### src/rtl/aes_job_sequencer.sv
// Round-robin job sequencer in front of the AES_top core: grants host/trace jobs, drives AES_en/data/key,
// and returns ciphertext with id and latency. Optional RUN watchdog under `AES_SEQ_TIMEOUT_EN.
module aes_job_sequencer #(
  parameter int GAP_CYCLES     = 2,
  parameter int TIMEOUT_CYCLES = 64,
  parameter int LAT_W          = 8
) (
  input  logic             AES_clk,
  input  logic             AES_rst_n,
  input  logic [1:0]       req_valid,
  output logic [1:0]       req_ready,
  input  logic [127:0]     req0_data,
  input  logic [127:0]     req1_data,
  input  logic [127:0]     req0_key,
  input  logic [127:0]     req1_key,
  output logic             res_valid,
  input  logic             res_ready,
  output logic             res_id,
  output logic [127:0]     res_data,
  output logic [LAT_W-1:0] res_lat,
  output logic             res_err,
  output logic             aes_en,
  output logic [127:0]     aes_data,
  output logic [127:0]     aes_key,
  input  logic [127:0]     aes_out,
  input  logic             aes_out_valid,
  output logic             busy
);

  localparam logic [1:0] S_IDLE = 2'd0;
  localparam logic [1:0] S_RUN  = 2'd1;
  localparam logic [1:0] S_HOLD = 2'd2;
  localparam logic [1:0] S_GAP  = 2'd3;

  localparam int              GW      = (GAP_CYCLES > 1) ? $clog2(GAP_CYCLES) : 1;
  localparam logic [GW-1:0]   GAP_LD  = GW'(GAP_CYCLES - 1);
  localparam logic [LAT_W-1:0] LAT_MAX = {LAT_W{1'b1}};

  // Both counts must be at least one for the FSM to make forward progress.
  if (GAP_CYCLES < 1 || TIMEOUT_CYCLES < 1) begin : g_bad_cfg
    $error("aes_job_sequencer: GAP_CYCLES and TIMEOUT_CYCLES must be >= 1");
  end

  logic [1:0]       state_q, state_d;
  logic             ptr_q, ptr_d;
  logic             cur_id_q, cur_id_d;
  logic [1:0]       req_ready_q, req_ready_d;
  logic             res_valid_q, res_valid_d;
  logic             res_id_q, res_id_d;
  logic [127:0]     res_data_q, res_data_d;
  logic [LAT_W-1:0] res_lat_q, res_lat_d;
  logic             aes_en_q, aes_en_d;
  logic [127:0]     aes_data_q, aes_data_d;
  logic [127:0]     aes_key_q, aes_key_d;
  logic             busy_q, busy_d;
  logic [LAT_W-1:0] lat_q, lat_d;
  logic [GW-1:0]    gap_q, gap_d;

  logic             gnt_id;
  logic             acc;
  logic             acc_id;

`ifdef AES_SEQ_TIMEOUT_EN
  localparam int               TW     = $clog2(TIMEOUT_CYCLES + 1);
  localparam logic [TW-1:0]    TO_CNT = TW'(TIMEOUT_CYCLES);
  localparam logic [LAT_W-1:0] TO_LAT = (TIMEOUT_CYCLES > (2**LAT_W) - 1) ? LAT_MAX
                                                                           : LAT_W'(TIMEOUT_CYCLES);
  logic          res_err_q, res_err_d;
  logic [TW-1:0] tmo_q, tmo_d;
`endif

  // Pointer requester wins if it asks; otherwise the other one.
  assign gnt_id = req_valid[ptr_q] ? ptr_q : ~ptr_q;
  // A job is taken only against a ready that was registered in an earlier IDLE cycle.
  assign acc    = (state_q == S_IDLE) && |(req_valid & req_ready_q);
  assign acc_id = req_ready_q[1];

  always_comb begin
    state_d     = state_q;
    ptr_d       = ptr_q;
    cur_id_d    = cur_id_q;
    req_ready_d = 2'b00;
    res_valid_d = res_valid_q;
    res_id_d    = res_id_q;
    res_data_d  = res_data_q;
    res_lat_d   = res_lat_q;
    aes_en_d    = aes_en_q;
    aes_data_d  = aes_data_q;
    aes_key_d   = aes_key_q;
    lat_d       = lat_q;
    gap_d       = gap_q;
`ifdef AES_SEQ_TIMEOUT_EN
    res_err_d   = res_err_q;
    tmo_d       = tmo_q;
`endif

    case (state_q)
      S_IDLE: begin
        if (acc) begin
          state_d    = S_RUN;
          cur_id_d   = acc_id;
          ptr_d      = ~acc_id;
          aes_data_d = acc_id ? req1_data : req0_data;
          aes_key_d  = acc_id ? req1_key  : req0_key;
          aes_en_d   = 1'b1;
          lat_d      = LAT_W'(1);
`ifdef AES_SEQ_TIMEOUT_EN
          tmo_d      = TW'(1);
`endif
        end else if (|req_valid) begin
          req_ready_d = gnt_id ? 2'b10 : 2'b01;
        end
      end

      S_RUN: begin
        if (aes_out_valid) begin
          state_d     = S_HOLD;
          res_valid_d = 1'b1;
          res_id_d    = cur_id_q;
          res_data_d  = aes_out;
          res_lat_d   = lat_q;
          aes_en_d    = 1'b0;
`ifdef AES_SEQ_TIMEOUT_EN
          res_err_d   = 1'b0;
        end else if (tmo_q == TO_CNT) begin
          state_d     = S_HOLD;
          res_valid_d = 1'b1;
          res_id_d    = cur_id_q;
          res_data_d  = '0;
          res_lat_d   = TO_LAT;
          res_err_d   = 1'b1;
          aes_en_d    = 1'b0;
`endif
        end else begin
          if (lat_q != LAT_MAX) lat_d = lat_q + 1'b1;
`ifdef AES_SEQ_TIMEOUT_EN
          tmo_d = tmo_q + 1'b1;
`endif
        end
      end

      S_HOLD: begin
        if (res_ready) begin
          state_d     = S_GAP;
          res_valid_d = 1'b0;
          gap_d       = GAP_LD;
`ifdef AES_SEQ_TIMEOUT_EN
          res_err_d   = 1'b0;
`endif
        end
      end

      default: begin
        if (gap_q == '0) state_d = S_IDLE;
        else             gap_d   = gap_q - 1'b1;
      end
    endcase

    busy_d = (state_d != S_IDLE);
  end

  always_ff @(posedge AES_clk or negedge AES_rst_n) begin
    if (!AES_rst_n) begin
      state_q     <= S_IDLE;
      ptr_q       <= 1'b0;
      cur_id_q    <= 1'b0;
      req_ready_q <= 2'b00;
      res_valid_q <= 1'b0;
      res_id_q    <= 1'b0;
      res_data_q  <= '0;
      res_lat_q   <= '0;
      aes_en_q    <= 1'b0;
      aes_data_q  <= '0;
      aes_key_q   <= '0;
      busy_q      <= 1'b0;
      lat_q       <= '0;
      gap_q       <= '0;
    end else begin
      state_q     <= state_d;
      ptr_q       <= ptr_d;
      cur_id_q    <= cur_id_d;
      req_ready_q <= req_ready_d;
      res_valid_q <= res_valid_d;
      res_id_q    <= res_id_d;
      res_data_q  <= res_data_d;
      res_lat_q   <= res_lat_d;
      aes_en_q    <= aes_en_d;
      aes_data_q  <= aes_data_d;
      aes_key_q   <= aes_key_d;
      busy_q      <= busy_d;
      lat_q       <= lat_d;
      gap_q       <= gap_d;
    end
  end

`ifdef AES_SEQ_TIMEOUT_EN
  always_ff @(posedge AES_clk or negedge AES_rst_n) begin
    if (!AES_rst_n) begin
      res_err_q <= 1'b0;
      tmo_q     <= '0;
    end else begin
      res_err_q <= res_err_d;
      tmo_q     <= tmo_d;
    end
  end
  assign res_err = res_err_q;
`else
  assign res_err = 1'b0;
`endif

  assign req_ready = req_ready_q;
  assign res_valid = res_valid_q;
  assign res_id    = res_id_q;
  assign res_data  = res_data_q;
  assign res_lat   = res_lat_q;
  assign aes_en    = aes_en_q;
  assign aes_data  = aes_data_q;
  assign aes_key   = aes_key_q;
  assign busy      = busy_q;

endmodule

### config.mk
export PLATFORM = sky130hd
export DESIGN_NAME = aes_job_sequencer
export DESIGN_NICKNAME = d
export VERILOG_FILES = /design/src/rtl/aes_job_sequencer.sv
export SDC_FILE = /design/constraint.sdc
export NUM_CORES = 1
export LEC_CHECK = 0
export CAP_MARGIN = 25
export CORE_AREA = 4 4 407 409
export CTS_CLUSTER_DIAMETER = 50
export DETAILED_ROUTE_END_ITERATION = 10
export DIE_AREA = 0 0 411 413
export PLACE_DENSITY_LB_ADDON = 0.1
export SLEW_MARGIN = 5
export SYNTH_ARGS = -nofsm -noshare
export SYNTH_HDL_FRONTEND = slang
export SYNTH_SLANG_ARGS = --single-unit
### constraint.sdc
create_clock -name AES_clk -period 3.8 [get_ports AES_clk]
set_input_delay 0.38 -clock AES_clk [delete_from_list [all_inputs] [get_ports AES_clk]]
set_output_delay 0.38 -clock AES_clk [all_outputs]
set_load 0.05 [all_outputs]
==> Yosys cells after proc, flatten, opt, wreduce, memory -nomap -nowiden <==
Index checks and enable logic that the tools add are counted.
{ "op_classes": {"addsub": 2, "n_lt_le_gt_ge": 1, "eq_ne": 8, "mux": 27, "bitwise": 4, "n_reduce_logical": 14} }
{ "op_table": {"columns": ["operator", "n"], "rows": [
  ["128-bit two-way mux", 2],
  ["8-bit two-way mux", 3],
  ["2-bit two-way mux", 8],
  ["8-bit case mux with 2 select lines", 1],
  ["2-bit inequality test, second input constant", 5],
  ["1-bit two-way mux", 9],
  ["8-bit by 1-bit adder with 8-bit output, second input constant", 1],
  ["8-bit inequality test, second input constant", 1],
  ["1-bit case mux with 2 select lines", 3],
  ["2-bit case mux with 3 select lines", 1],
  ["2-bit AND reduction", 3],
  ["3-bit AND reduction", 2],
  ["2-bit nonzero test", 3],
  ["2-bit OR reduction", 3],
  ["4-bit AND reduction", 1],
  ["1-bit NOT", 3],
  ["2-bit bitwise AND", 1],
  ["2-bit by 1-bit equality test with 1-bit output, second input constant", 1],
  ["2-bit equality test, second input constant", 1],
  ["2-bit zero test", 1],
  ["1-bit by 2-bit < comparator with 1-bit output, second input constant", 1],
  ["1-bit logical AND", 1],
  ["1-bit subtractor, second input constant", 1]
]} }
{ "word_totals": {"ff_bits": 411, "inputBits": 646} }

==> Longest topological paths before layout <==
{ "depth": {"ltp_word": 7, "ltp_mapped": 8} }

==> Least setup slack after synthesis <==
OpenSTA, ideal clock, no wires.
{ "synth_timing": {"path_type": "reg-to-reg", "start": "register req_ready_q[1], in the netlist req_ready[1]", "end": "register lat_q[2]", "t_arrival_ns": 1.830, "path_slack_ns": 1.892, "stages_incl_launch_ff": 7, "period_less_slack_ns": 1.908, "cell_sequence": "dfrtp_1 buf_4 a22o_1 a22oi_4 buf_6 or4_1 a21oi_1"} }
{ "synth_via": {"elab_chain_cells": 5} }
{ "synth_rtl": {"columns": ["item", "line", "text"], "rows": [
  ["start, declared", "47", "logic [1:0] req_ready_q, req_ready_d;"],
  ["start signal, assigned", "182", "req_ready_q <= req_ready_d;"],
  ["2-bit bitwise AND", "75", "assign acc = (state_q == S_IDLE) && |(req_valid & req_ready_q);"],
  ["2-bit OR reduction", "75", null],
  ["1-bit logical AND", "75", null],
  ["2-bit inequality test (no source line)", null, null],
  ["4-bit AND reduction (no source line)", null, null],
  ["end signal, assigned", "191", "lat_q <= lat_d;"],
  ["end, declared", "56", "logic [LAT_W-1:0] lat_q, lat_d;"]
]} }
Every way passes these cells.
A chain may end at the register's enable or synchronous reset.

==> Final worst setup path <==
{ "layout_timing": {"start": "register req_ready_q[1], in the netlist req_ready[1]", "end": "output req_ready[1]"} }
{ "layout_rtl": {"columns": ["item", "line", "text"], "rows": [
  ["end, declared", "11", "output logic [1:0] req_ready,"]
]} }
No word-level cell between the ends.

==> flow_summary.json <==
{
  "crit_arrival_ns": 2.31,
  "setup_tns_ns": 0,
  "synth_edf_count": 0,
  "area.growth.synth_to_final_pct": 92.1,
  "antenna_left": 0,
  "clkPwrFrac": 0.237,
  "hold_path_depth": 2,
  "rr_worst_depth": 4,
  "clk_latency_ns": 0.66,
  "antenna_found_initial": 62,
  "crit_chain": "clkdlybuf4s50_1",
  "grt-ovfl-total": 0,
  "io_pins": 1045,
  "reg2reg_to": "aes_data[57]",
  "rows": 148,
  "dominantRegCellSynth": "dfrtp_1",
  "place_congestion": 0.805,
  "grt_pass1_vias": 17400,
  "required_ns": 3.42,
  "hold_start": "aes_out[49]",
  "clock.fmax_mhz": 372,
  "syn-num-nets": 2142,
  "dr.pass1.iters": 4,
  "clockRootBuffer": "clkbuf_16",
  "vdd_drop_max_v": 0.000411,
  "clock_path_buffers": 3,
  "switching_share": 0.473,
  "yosysSeqAreaShare": 0.585,
  "cts_inserted_buffers": 85,
  "ys_ff_latch": 411,
  "drc": 0,
  "pwr-share-seq": 0.244,
  "start_util": 0.108,
  "fp.dieArea_um2": 170000,
  "synth_warnings": 0,
  "syn_area_per_cell_um2": 11.8,
  "cts_tree": "built",
  "timing_worst_slew_pin_value_ns": 0.851,
  "status": "finished clean",
  "synthTopCellsByArea": "dfrtp_1 (59%), mux2i_1 (15%), mux2_2 (8.8%), o21ai_0 (7.4%), nand2_1 (5.8%)",
  "yosys.cell_count.top_type": "dfrtp_1",
  "critPathLaunchType": "register",
  "slew_headroom": 0.432,
  "cts_hold_buf": 1,
  "hold_violations": 0,
  "crit-reg2reg-launch": "req_ready[1]",
  "combPwrFrac": 0.519,
  "grt_use_total": 0.123,
  "core-area_um2": 162000,
  "pwr_density_cell_nw_per_um2": 964,
  "clock-sinks": 411,
  "synth_common_cells": "dfrtp_1 (411), nand2_1 (271), o21ai_0 (260)",
  "path_class": "register to output pin",
  "p_leak_nw": 13.3,
  "holdPathEnd": "res_data[49]",
  "p_int_mw": 17.2,
  "slowest_stage": "clkdlybuf4s50_1",
  "finalSetupViolations": 0,
  "cts_setup_buffers": 0,
  "crit_buf_inv": 1,
  "ys_types": 29,
  "post_drt_wl_per_cell_um": 22.5,
  "finClkSkew_ns": 0.0303,
  "cp_top_family": "buffers and inverters",
  "dieHeight_um": 413,
  "async_reset_ff_frac": 1.00,
  "period_minus_slack_ns": 2.69,
  "fin_crit_sh": 0.708,
  "cpPeakStageDelay_ns": 0.90,
  "critPathMaxFanout": 21,
  "drt-initial-drc-count": 487,
  "portBuffers": 1043,
  "grt_setup_unrepaired": "no",
  "syn_inst": 1495,
  "end_kind": "output pin",
  "r2r_slack_ns": 1.39,
  "htreeDepth": 3,
  "power_mw": 32.5,
  "synth_top_cell_by_area": "dfrtp_1",
  "cts_resized": 0,
  "grt_pass1_wl_mm": 146,
  "path_clk_slew_ns": 0.05,
  "routed_wl_mm": 109,
  "vias": 15700,
  "cap_viol_max_count": 0,
  "hpwl_mm": 88.8,
  "yosysTopAreaCellShare": 0.585,
  "fin_nets": 3209,
  "drive_above_1_share": 0.126,
  "grt_max_degree": 125,
  "min_path_type": "input pin to register",
  "vias_per_cell": 3.26,
  "die_width_um": 411,
  "p_sw_mw": 15.4,
  "drv_slew": 0,
  "synth_area_um2": 17600
}
## worst register-to-register path: cells and delay by family, from the launching register on
| family | cells | cell delay (ns) |
|---|---|---|
| AO/OA/AOI/OAI | 1 | 0.12 |
| buffers and inverters | 2 | 1.05 |
| flip-flops | 1 | 0.74 |
| multiplexers | 1 | 0.37 |
## power groups by stage
stage	Combinational (mW)	Clock, mW	Sequential (mW)
5_1_grt	17.7	8.25	8.23
2_1_floorplan	2.80	0	15.0
3_5_place_dp	17.2	0	8.03
3_3_place_gp	17.2	0	8.01
6_report	16.9	7.72	7.94
4_1_cts	17.3	8.08	8.02
## state kept, by name (all words and copies together) (netlist names)
register and flops:
res_data 128, req_ready 2, res_lat 8, ptr_q 1
cur_id_q 1, lat_q 8, res_id 1, state_q 2
busy 1, aes_data 128, aes_en 1, gap_q 1
aes_key 128, res_valid 1
## stage by stage
step                      hold WS (ns)  instance area, µm²  setup WS [ns]  std cells  utilization
after global placement           0.465               30700           1.26       4649        0.190
after floorplan                 0.0844               17600           1.89       1495            -
after detailed placement         0.468               30700           1.18       4649        0.190
after CTS                        0.213               33700          0.953       4805        0.208
after global routing             0.248               33700          0.957       4808        0.208
final                            0.325               33800           1.11       4833        0.208
## how the worst max path moves through the flow
stage / slack, ns / end / startpoint / cells past startpoint
after floorplan: 1.89 / lat_q[2] / req_ready[1] / 6
after detailed placement: 1.18 / res_data[107] / aes_out_valid / 5
after global routing: 0.96 / req_ready[1] / req_ready[1] / 1
final: 1.11 / req_ready[1] / req_ready[1] / 1
after global placement: 1.26 / res_data[27] / aes_out_valid / 5
after CTS: 0.95 / req_ready[1] / req_ready[1] / 1
## layout by cell type, fill, tap and decap left out, drive strengths merged, types with 2 or more instances in the layout
cell type         n
or4               6
nor2              9
a21oi            12
and3              2
o21ai           260
clkbuf          108
clkinvlp          9
nand2           271
clkdlybuf4s50  1042
dfrtp           411
buf              44
nand3             2
bufinv           10
inv               6
mux2i           256
mux2            138
clkinv           25
and4              2
and4b             2
nor2b             2
diode            28
o31ai             6
## layout make-up
cell class	instances	area, µm²
clock buffer	108	2310
antenna	28	70.1
multi-input combinational	974	6790
fill	17600	128000
clock inverter	47	626
timing repair buffer	1087	10900
tap	2175	2720
inverter	3	11.3
sequential	411	10300
## cells by family (layout without fill, tap and decap cells)
family                     count (synthesis)  count (layout)  synth area share
DFF                                      411             411             0.585
adders and majority gates                  1               1          0.000712
AOI/OAI and AO/OA                        281             281            0.0822
other                                      1              29          0.000213
and+or+nand+nor                          297             297            0.0684
buffers and inverters                    110            1245            0.0290
muxes                                    394             394             0.234
## routing by layer
layer | track usage | vias up | routed length (µm)
li1 | - | 7399 | -
met1 | 0.127 | 7448 | 39400
met2 | 0.226 | 698 | 56300
met3 | 0.0541 | 179 | 10100
met4 | 0.0285 | 22 | 2580
met5 | 0 | - | 130
(Power assumes the default switching activity.)
